===== config.mk =====
export PLATFORM = sky130hd
export DESIGN_NAME = controle_reservatorio
export DESIGN_NICKNAME = d
export VERILOG_FILES = /design/src/rtl/controle_reservatorio.sv
export SDC_FILE = /design/constraint.sdc
export NUM_CORES = 1
export LEC_CHECK = 0
export BUFFER_PORTS_ARGS = -buffer_cell sky130_fd_sc_hd__buf_4
export CAP_MARGIN = 30
export CORE_MARGIN = 1
export CORE_UTILIZATION = 36
export DETAILED_ROUTE_END_ITERATION = 12
export GPL_TIMING_DRIVEN = 0
export HOLD_SLACK_MARGIN = 0.06
export SYNTH_ARGS = -nofsm -noshare
export SYNTH_HDL_FRONTEND = slang
export SYNTH_SLANG_ARGS = --single-unit

===== constraint.sdc =====
create_clock -name Clock -period 2.4 [get_ports Clock]
set_clock_uncertainty 0.2 [all_clocks]
set_input_delay 0.6 -clock Clock [delete_from_list [all_inputs] [get_ports Clock]]
set_output_delay 0.6 -clock Clock [all_outputs]
set_load 0.02 [all_outputs]

===== src/rtl/controle_reservatorio.sv =====
// Tank level controller: synchronizes and debounces three level probes, derives a
// filtered level and runs the fill / full / cleaning / error state machine.
module controle_reservatorio #(
  parameter int unsigned DEB_CYCLES   = 4,
  parameter int unsigned FILL_TIMEOUT = 1000,
  parameter int unsigned CLEAN_PERIOD = 8
) (
  input  logic       Clock,
  input  logic       Reset,
  input  logic       Sensor_Baixo,
  input  logic       Sensor_Medio,
  input  logic       Sensor_Alto,
  input  logic       Irrigando,
  input  logic       Fim_Limpeza,
  input  logic       Rearme,
  output logic       Ve,
  output logic       H,
  output logic       L,
  output logic       E,
  output logic [1:0] Nivel
);

  localparam int unsigned DebW  = (DEB_CYCLES > 1) ? $clog2(DEB_CYCLES + 1) : 1;
  localparam int unsigned ToW   = $clog2(FILL_TIMEOUT) + 1;
  localparam int unsigned FillW = $clog2(CLEAN_PERIOD + 1);

  typedef enum logic [1:0] {Enchendo, Cheio, Limpeza, Erro} state_e;

  state_e                state_q, state_d;
  logic [2:0]            sync1_q, sync2_q;
  logic [2:0]            filt_q, filt_d;
  logic [2:0][DebW-1:0]  deb_cnt_q, deb_cnt_d;
  logic [ToW-1:0]        timeout_count_q, timeout_count_d;
  logic [FillW-1:0]      fill_count_q, fill_count_d;
  logic [1:0]            nivel_q, nivel_d;
  logic [1:0]            wet_count;
  logic                  combo_ok;

  // Bit 0 = Baixo, bit 1 = Medio, bit 2 = Alto.
  always_comb begin
    filt_d    = filt_q;
    deb_cnt_d = '0;
    for (int i = 0; i < 3; i++) begin
      if (sync2_q[i] != filt_q[i]) begin
        if (deb_cnt_q[i] == DebW'(DEB_CYCLES - 1)) begin
          filt_d[i] = sync2_q[i];
        end else begin
          deb_cnt_d[i] = deb_cnt_q[i] + 1'b1;
        end
      end
    end
  end

  // The FSM looks at the filtered value being committed this edge, so a sensor change
  // and the state reaction it causes land on the same clock edge.
  always_comb begin
    combo_ok  = !(filt_d[2] && !filt_d[1]) && !(filt_d[1] && !filt_d[0]);
    wet_count = {1'b0, filt_d[0]} + {1'b0, filt_d[1]} + {1'b0, filt_d[2]};
    nivel_d   = combo_ok ? wet_count : nivel_q;
  end

  always_comb begin
    state_d      = state_q;
    fill_count_d = fill_count_q;
    if (state_q != Erro && !combo_ok) begin
      state_d = Erro;
    end else begin
      case (state_q)
        Enchendo: begin
          if (filt_d[2]) begin
            state_d = Cheio;
            if (fill_count_q != FillW'(CLEAN_PERIOD)) begin
              fill_count_d = fill_count_q + 1'b1;
            end
          end else if (timeout_count_q == ToW'(FILL_TIMEOUT - 1)) begin
            state_d = Erro;
          end
        end
        Cheio: begin
          if (nivel_d == 2'd0 || (nivel_d == 2'd1 && !Irrigando)) begin
            state_d = (fill_count_q == FillW'(CLEAN_PERIOD)) ? Limpeza : Enchendo;
          end
        end
        Limpeza: begin
          if (Fim_Limpeza && nivel_d == 2'd0) begin
            state_d      = Enchendo;
            fill_count_d = '0;
          end
        end
        Erro: begin
          if (Rearme && combo_ok) begin
            state_d = Enchendo;
          end
        end
        default: state_d = Enchendo;
      endcase
    end
    // Any stay outside ENCHENDO leaves the counter at zero for the next entry.
    timeout_count_d = (state_q == Enchendo && state_d == Enchendo) ?
                      timeout_count_q + 1'b1 : '0;
  end

  always_ff @(posedge Clock or posedge Reset) begin
    if (Reset) begin
      state_q         <= Enchendo;
      sync1_q         <= '0;
      sync2_q         <= '0;
      filt_q          <= '0;
      deb_cnt_q       <= '0;
      timeout_count_q <= '0;
      fill_count_q    <= '0;
      nivel_q         <= '0;
    end else begin
      state_q         <= state_d;
      sync1_q         <= {Sensor_Alto, Sensor_Medio, Sensor_Baixo};
      sync2_q         <= sync1_q;
      filt_q          <= filt_d;
      deb_cnt_q       <= deb_cnt_d;
      timeout_count_q <= timeout_count_d;
      fill_count_q    <= fill_count_d;
      nivel_q         <= nivel_d;
    end
  end

  always_comb begin
    Ve    = (state_q == Enchendo);
    H     = (state_q == Cheio);
    L     = (state_q == Limpeza);
    E     = (state_q == Erro);
    Nivel = nivel_q;
  end

endmodule

==> results.cfg, run 1 <==
[power]
p_leak_nw = 0.9895
power.density_mw_per_mm2 = 1178
ir_worst_vdd_mv = 0.3253

[yosys]
yosys-top-cells-area = dfrtp_1 (54%), ha_1 (4.3%), mux2i_4 (3.9%)
syn_area_per_cell_um2 = 11.46
netlist.area_leader.share_pct = 53.51
ys_ff_latch = 37
synth_ff_type = dfrtp_1
netlist_area_mm2 = 0.001730
netlist_instances = 151
yosysWarnings = 0
synth-edff-count = 0
postSynthNetCount = 166
synthArstFlopShare_pct = 100.0
synth_cell_types = 35
synth_largest_area_cell = dfrtp_1
yosysSeqAreaShare_pct = 53.51

[place]
dp.cells = 217
hpwl_um = 2450
post-place-ws_ns = -0.2730
numPortBuffers = 13
gp_congestion = 0.8175
placed_area_mm2 = 0.001931

[drt]
drtAntennaViolNets = 0
drtIter0Drc = 47
finalWirelength_um = 3214
drcViolationCount = 1
vias_per_cell = 4.911
vias = 1154
dr.pass1.iters = 8
wire_per_inst_um = 13.68

[clock_network]
cts_hold_buf = 0
cts_tree = built
h-tree-depth = 2
clkSinkCount = 37
numCtsBuffers = 5
clockBufferDepth = 2
cts_root_buf = clkbuf_8
clk_pin_slew_ns = 0.07
clkLatencyLatePin_ns = 0.29

[worst_setup_path]
reg2reg_slack_ns = -0.11
rr_startpoint = deb_cnt_q[6]
slowest_delay_ns = 0.59
rr_worst_depth = 9
end_kind = flip-flop
reg2reg_to = fill_count_q[1]
worstPathArrival_ns = 2.48
crit_slowest_cell = fa_1
required_ns = 2.38
start_kind = flip-flop
critPathKind = reg -> reg
path_max_fanout = 4
crit_chain = ha_2 > nor2b_4 > mux2i_4 > fa_1 > nand3_2 > and2_4 > mux2i_4 > and2_4 > o21ai_2

[die]
num_rows = 24
start_util_pct = 38.67
die_area_mm2 = 0.005088
ios = 14
die_h_um = 71.33
core_area_mm2 = 0.004474
die_x_um = 71.33

[finish]
drive_gt1_share_pct = 30.60
syn_to_final_growth_pct = 24.58
layout_commonest_cell = dfrtp_1
fin_cells = 235
fillerInstances = 408
nNetsFinal = 197
seqCellArea_um2 = 925.9
fin_area_mm2 = 0.002156
n_antenna_cell = 0
multi_input_area_um2 = 809.5
final_cell_mix = dfrtp_1 (37), buf_4 (22), nor2_1 (17)

[sta]
fmax_mhz = 399.2
finalWorstSetupSlack_ns = -0.1051
grt_setup_unrepaired = true
setup_viol = 6
final.min_clock_period_ns = 2.505
setup_tns_ns = -0.5270
maxSlewHeadroom_pct = 51.94
period_share_pct = 104.4
tightest_slew_ns = 0.7201
finalMaxSlewViolations = 0
hold_violations = 0

[global_routing]
grt.overflow.total = 0
grt_max_degree = 22
antenna_found_initial = 0
grt_pass1_wl_um = 5561
grt_pass1_vias = 1235
track_usage_pct = 14.47

[min_path]
hp-start = sync1_q[1]
holdPathStages = 0
min_to = sync2_q[1]
min_path_type = reg -> reg

[status]
status = finished, violations left
violations = design-rule violations, negative setup slack

[job]
drv_cap = 0
[cell families after synthesis]
kind of cell    synth area share [%]
fa+ha+maj                      5.495
compound gates                 5.279
flops                          53.51
mux                            7.664
simple gates                   18.66
buf+inv                        3.326
xor+xnor                       6.074
[timing repair]
item / 4_1_cts / 5_1_grt
endpoints found under the setup margin: 6 / 6
gates resized for setup: 11 / 1
setup buffers: 8 / 2
endpoints found under the hold margin: 0 / 0
pin swaps: 8 / 0
[report_power, final]
group | leakage, nW | total, mW | internal (mW) | switching [mW]
registers | 0.476 | 0.878 | 0.768 | 0.110
logic | 0.469 | 1.23 | 0.599 | 0.630
clock network | 0.0445 | 0.433 | 0.206 | 0.227
[how the worst max path moves through the flow]
| stage | slack [ns] | depth (start not counted) | end | start |
|---|---|---|---|---|
| finish | -0.11 | 9 | fill_count_q[1] | deb_cnt_q[6] |
| global route | -0.21 | 9 | state_q[1] | deb_cnt_q[3] |
| detailed placement | -0.27 | 10 | fill_count_q[1] | deb_cnt_q[0] |
| CTS | -0.09 | 9 | fill_count_q[1] | deb_cnt_q[6] |
| floorplan | -0.03 | 10 | fill_count_q[2] | deb_cnt_q[0] |
| global placement | -0.23 | 10 | fill_count_q[2] | deb_cnt_q[0] |
[critical path: cells and delay by family, from the launching register on]
| kind | cells | cell delay, ns |
|---|---|---|
| AOI/OAI and AO/OA | 1 | 0.05 |
| adders and majority gates | 2 | 0.77 |
| DFF | 1 | 0.39 |
| and+or+nand+nor | 4 | 0.58 |
| muxes | 2 | 0.40 |
[flip-flops by register name (all words and copies together) (netlist names)]
name             cells
state_q              2
Nivel                2
sync2_q              3
timeout_count_q     11
deb_cnt_q            9
sync1_q              3
filt_q               3
fill_count_q         4
[metal layers]
metal	vias to the layer above	GRT usage [%]	wire length [um]
li1	569	-	-
met1	565	15.83	1298
met2	14	26.24	1760
met3	6	4.501	107
met4	0	5.333	48
met5	-	0	0
[layout make-up]
type | count | share of cell area (%)
Clock inverter | 3 | 0.9867
Multi-Input combinational cell | 100 | 37.55
Buffer | 1 | 0.2322
Inverter | 13 | 2.612
Timing Repair Buffer | 24 | 9.460
Sequential cell | 37 | 42.95
Tap cell | 52 | 3.018
Clock buffer | 5 | 3.192
[synth_stat cells (2+ instances only)]
cell type,number
and2_1,3
and3_1,2
dfrtp_1,37
ha_1,6
inv_1,11
mux2i_1,4
mux2i_4,3
nand2_1,9
nand2b_1,3
nand3_1,11
nor2_1,17
nor2b_4,2
nor3_1,5
nor3b_1,5
o21ai_1,3
xnor2_1,7
xor2_1,5
[per-stage QoR]
stage          utilization, %  hold slack [ns]  power, mW
3_5_place_dp            43.15           0.1355      1.888
2_1_floorplan               -           0.1312      1.615
6_report                48.18           0.1488      2.539
4_1_cts                 47.76           0.1527      2.537
3_3_place_gp            42.53           0.1337      1.829
5_1_grt                 48.18           0.1547      2.716
No activity file was read; power rests on OpenSTA's default activity.
==> run 2, diff against run 1 <==
- CORE_ASPECT_RATIO: not set -> 0.5
==> results.cfg, run 2 (same netlist as run 1, synthesis figures left out) <==
[status]
status = finished, violations left
violations = negative setup slack

[die]
start_util_pct = 38.37
die_area_mm2 = 0.005105
die_x_um = 100.0
core_area_mm2 = 0.004509
num_rows = 17
ios = 14
die_h_um = 51.03

[sta]
finalMaxSlewViolations = 0
hold_violations = 0
fmax_mhz = 402.1
final.min_clock_period_ns = 2.487
setup_tns_ns = -0.3228
maxSlewHeadroom_pct = 48.96
tightest_slew_ns = 0.7648
finalWorstSetupSlack_ns = -0.08723
grt_setup_unrepaired = true
setup_viol = 5
period_share_pct = 103.6

[worst_setup_path]
path_max_fanout = 4
start_kind = flip-flop
end_kind = flip-flop
critPathKind = reg -> reg
worstPathArrival_ns = 2.46
required_ns = 2.37

[clock_network]
cts_root_buf = clkbuf_8
clkSinkCount = 37
clk_pin_slew_ns = 0.07
cts_hold_buf = 0
h-tree-depth = 2
clkLatencyLatePin_ns = 0.28
clockBufferDepth = 2
cts_tree = built
numCtsBuffers = 5

[finish]
reg_top3 = timeout_count_q: 11 flops, deb_cnt_q: 9 flops, fill_count_q: 4 flops
n_antenna_cell = 0
syn_to_final_growth_pct = 23.86
layout_commonest_cell = dfrtp_1
fin_cells = 245
fillerInstances = 440
seqCellArea_um2 = 925.9
largest_register_ffs = 11
multi_input_area_um2 = 820.8
final_cell_mix = dfrtp_1 (37), buf_4 (19), nor2_1 (17)
nNetsFinal = 193
regMostFlops = timeout_count_q
drive_gt1_share_pct = 30.17

[drt]
finalWirelength_um = 2868
vias_per_cell = 4.567
vias = 1119
wire_per_inst_um = 11.71
dr.pass1.iters = 4
drcViolationCount = 0
drtIter0Drc = 54
drtAntennaViolNets = 0

[place]
gp_congestion = 0.7508
numPortBuffers = 13
dp.cells = 231
hpwl_um = 2094

[global_routing]
grt_pass1_wl_um = 5092
grt_max_degree = 20
grt_pass1_vias = 1146
track_usage_pct = 13.18
grt.overflow.total = 0
antenna_found_initial = 0

[job]
drv_cap = 0

[power]
ir_worst_vdd_mv = 0.3101
finalPower_mw = 2.505
power.density_mw_per_mm2 = 1169
p_leak_nw = 0.9651

[min_path]
min_path_type = reg -> reg
run 2: area by class of cell:
type	count	share of cell area, %
inverter	13	2.627
timing repair buffer	20	7.939
clock buffer	6	3.386
buffer	1	0.2335
tap	66	3.853
multi-input combinational	100	38.30
sequential	37	43.20
clock inverter	2	0.4670
run 2: worst max-delay path, cell delays in order, from the launching register on:
cell,delay [ns]
dfrtp_1,0.41
ha_4,0.18
nand2b_4,0.07
mux2_4,0.18
clkinv_4,0.06
fa_1,0.58
nand3_2,0.09
and2_4,0.15
mux2i_4,0.21
and2_4,0.20
o21ai_2,0.05
run 2: final timing paths:
kind,from,end,slack [ns],cells after the start
max reg2reg,deb_cnt_q[0],fill_count_q[0],-0.09,10
min in group asynchronous,Reset,filt_q[0],0.26,2
min reg2reg,sync1_q[2],sync2_q[2],0.15,0
max,deb_cnt_q[0],fill_count_q[0],-0.09,10
max in group asynchronous,Reset,deb_cnt_q[1],1.19,3
min,sync1_q[2],sync2_q[2],0.15,0
run 2: report_power, final:
part | total [mW] | switching, mW | leakage, nW | internal (mW)
clock network | 0.404 | 0.203 | 0.0450 | 0.201
registers | 0.878 | 0.109 | 0.476 | 0.768
logic | 1.22 | 0.623 | 0.444 | 0.600
run 2: through the flow:
stage	hold slack [ns]	setup WS, ns	util, %	instance area (um2)
5_1_grt	0.1725	-0.2017	47.53	2143
3_3_place_gp	0.1333	-0.2379	42.59	1921
4_1_cts	0.1590	-0.09619	46.50	2097
2_1_floorplan	0.1312	-0.03491	-	1740
3_5_place_dp	0.1419	-0.2182	43.20	1948
6_report	0.1546	-0.08723	47.53	2143
run 2: what timing repair did:
item                                    4_1_cts  5_1_grt
gates resized for setup                       9        5
endpoints found under the setup margin        6        6
endpoints found under the hold margin         0        0
pin swaps                                     6        3
buffers inserted                              4        2
run 2: metal layers:
layer / GRT usage (%) / wire (um)
met5: 0 / 0
met4: 4.348 / 14
met3: 4.104 / 57
met2: 22.53 / 1453
met1: 16.11 / 1342
==> run 3, diff against run 2 <==
- REMOVE_ABC_BUFFERS: not set -> 1
==> results.cfg, run 3 (same netlist as run 1, synthesis figures left out) <==
[worst_setup_path]
end_kind = flip-flop
path_buf_inv = 0
rr_startpoint = deb_cnt_q[3]
start_kind = flip-flop
slowest_delay_ns = 0.59
worstPathArrival_ns = 2.51
critPathKind = reg -> reg
critPathTopFamily = adder cells
reg2reg_to = fill_count_q[1]
required_ns = 2.38
rr_worst_depth = 9
path_max_fanout = 4
crit_slowest_cell = fa_1
cp.depth = 9
reg2reg_slack_ns = -0.14
crit_chain = ha_2 > nor2b_4 > mux2i_4 > fa_1 > nand3_2 > and2_4 > mux2i_4 > and2_4 > o21ai_2

[global_routing]
grt_max_degree = 21
grt_pass1_vias = 1108
grt.overflow.total = 0
track_usage_pct = 13.28
antenna_found_initial = 0
grt_pass1_wl_um = 5071

[min_path]
min_to = sync2_q[1]
holdPathStages = 0
hp-start = sync1_q[1]
min_path_type = reg -> reg

[finish]
multi_input_area_um2 = 794.5
nNetsFinal = 190
n_antenna_cell = 0
fillerInstances = 424
seqCellArea_um2 = 925.9
syn_to_final_growth_pct = 23.07
final_cell_mix = dfrtp_1 (37), nor2_1 (17), buf_4 (17)
largest_register_ffs = 11
layout_commonest_cell = dfrtp_1
regMostFlops = timeout_count_q
drive_gt1_share_pct = 27.84
fin_cells = 242
reg_top3 = timeout_count_q: 11 flops, deb_cnt_q: 9 flops, fill_count_q: 4 flops

[drt]
vias = 1096
drtIter0Drc = 36
wire_per_inst_um = 11.83
finalWirelength_um = 2864
drtAntennaViolNets = 0
vias_per_cell = 4.529
dr.pass1.iters = 4
drcViolationCount = 0

[place]
numPortBuffers = 13
hpwl_um = 1972
gp_congestion = 0.7968
dp.cells = 230

[sta]
finalWorstSetupSlack_ns = -0.1364
tightest_slew_ns = 0.9082
fmax_mhz = 394.3
final.min_clock_period_ns = 2.536
maxSlewHeadroom_pct = 39.39
holdWs_ns = 0.1505
setup_viol = 5
hold_violations = 0
period_share_pct = 105.7
grt_setup_unrepaired = true
finalMaxSlewViolations = 0

[clock_network]
clk_pin_slew_ns = 0.08
numCtsBuffers = 5
clkSinkCount = 37
h-tree-depth = 2
clockBufferDepth = 2
clkLatencyLatePin_ns = 0.29
cts_root_buf = clkbuf_8
cts_tree = built
cts_hold_buf = 0

[status]
status = finished, violations left
violations = negative setup slack

[power]
p_leak_nw = 0.9613
power.density_mw_per_mm2 = 1194
ir_worst_vdd_mv = 0.4070

[job]
drv_cap = 0

[die]
num_rows = 17
start_util_pct = 38.37
core_area_mm2 = 0.004509
die_area_mm2 = 0.005105
die_h_um = 51.03
die_x_um = 100.0
ios = 14
==> run 3: how the worst max path moves through the flow <==
stage                            start  slack (ns)         endpoint
after floorplan           deb_cnt_q[3]       -0.07  fill_count_q[2]
after global placement    deb_cnt_q[0]       -0.27  fill_count_q[2]
after detailed placement  deb_cnt_q[3]       -0.26  fill_count_q[3]
after CTS                 deb_cnt_q[0]       -0.11  fill_count_q[1]
after global routing      deb_cnt_q[6]       -0.25       state_q[1]
final                     deb_cnt_q[3]       -0.14  fill_count_q[1]
==> run 3: stage by stage <==
step / instance area (um2) / power [mW] / TNS, ns / worst slack [ns] / util, %
2_1_floorplan: 1725 / 1.597 / -0.2286 / -0.06547 / -
5_1_grt: 2130 / 2.740 / -3.052 / -0.2518 / 47.23
3_5_place_dp: 1933 / 1.849 / -1.179 / -0.2608 / 42.87
3_3_place_gp: 1906 / 1.823 / -1.186 / -0.2671 / 42.26
6_report: 2130 / 2.542 / -0.5397 / -0.1364 / 47.23
4_1_cts: 2127 / 2.550 / -0.5079 / -0.1129 / 47.17
==> run 3: metal layers <==
layer	up-vias	global-route usage [%]	wire, um
li1	555	-	-
met3	2	4.104	69
met4	0	5.072	10
met1	531	17.16	1445
met5	-	0	0
met2	8	21.15	1337
==> run 3: area by class of cell <==
cell class,count,area share (%)
well taps,66,3.878
clock buffers,5,3.231
inverters,13,2.644
clock inverters,3,2.174
multi-input cells,100,37.31
repair buffers,18,7.286
flip-flops and latches,37,43.48
==> run 3: what timing repair did <==
item / in CTS / in global routing
pin swaps: 5 / 5
setup buffers: 4 / 0
endpoints found under the hold margin: 0 / 0
gates resized for setup: 12 / 1
endpoints found under the setup margin: 6 / 17
==> run 3: where the power goes <==
group / switching, mW / total [mW] / internal, mW
combinational: 0.600 / 1.13 / 0.530
clock: 0.229 / 0.540 / 0.311
sequential: 0.105 / 0.873 / 0.768
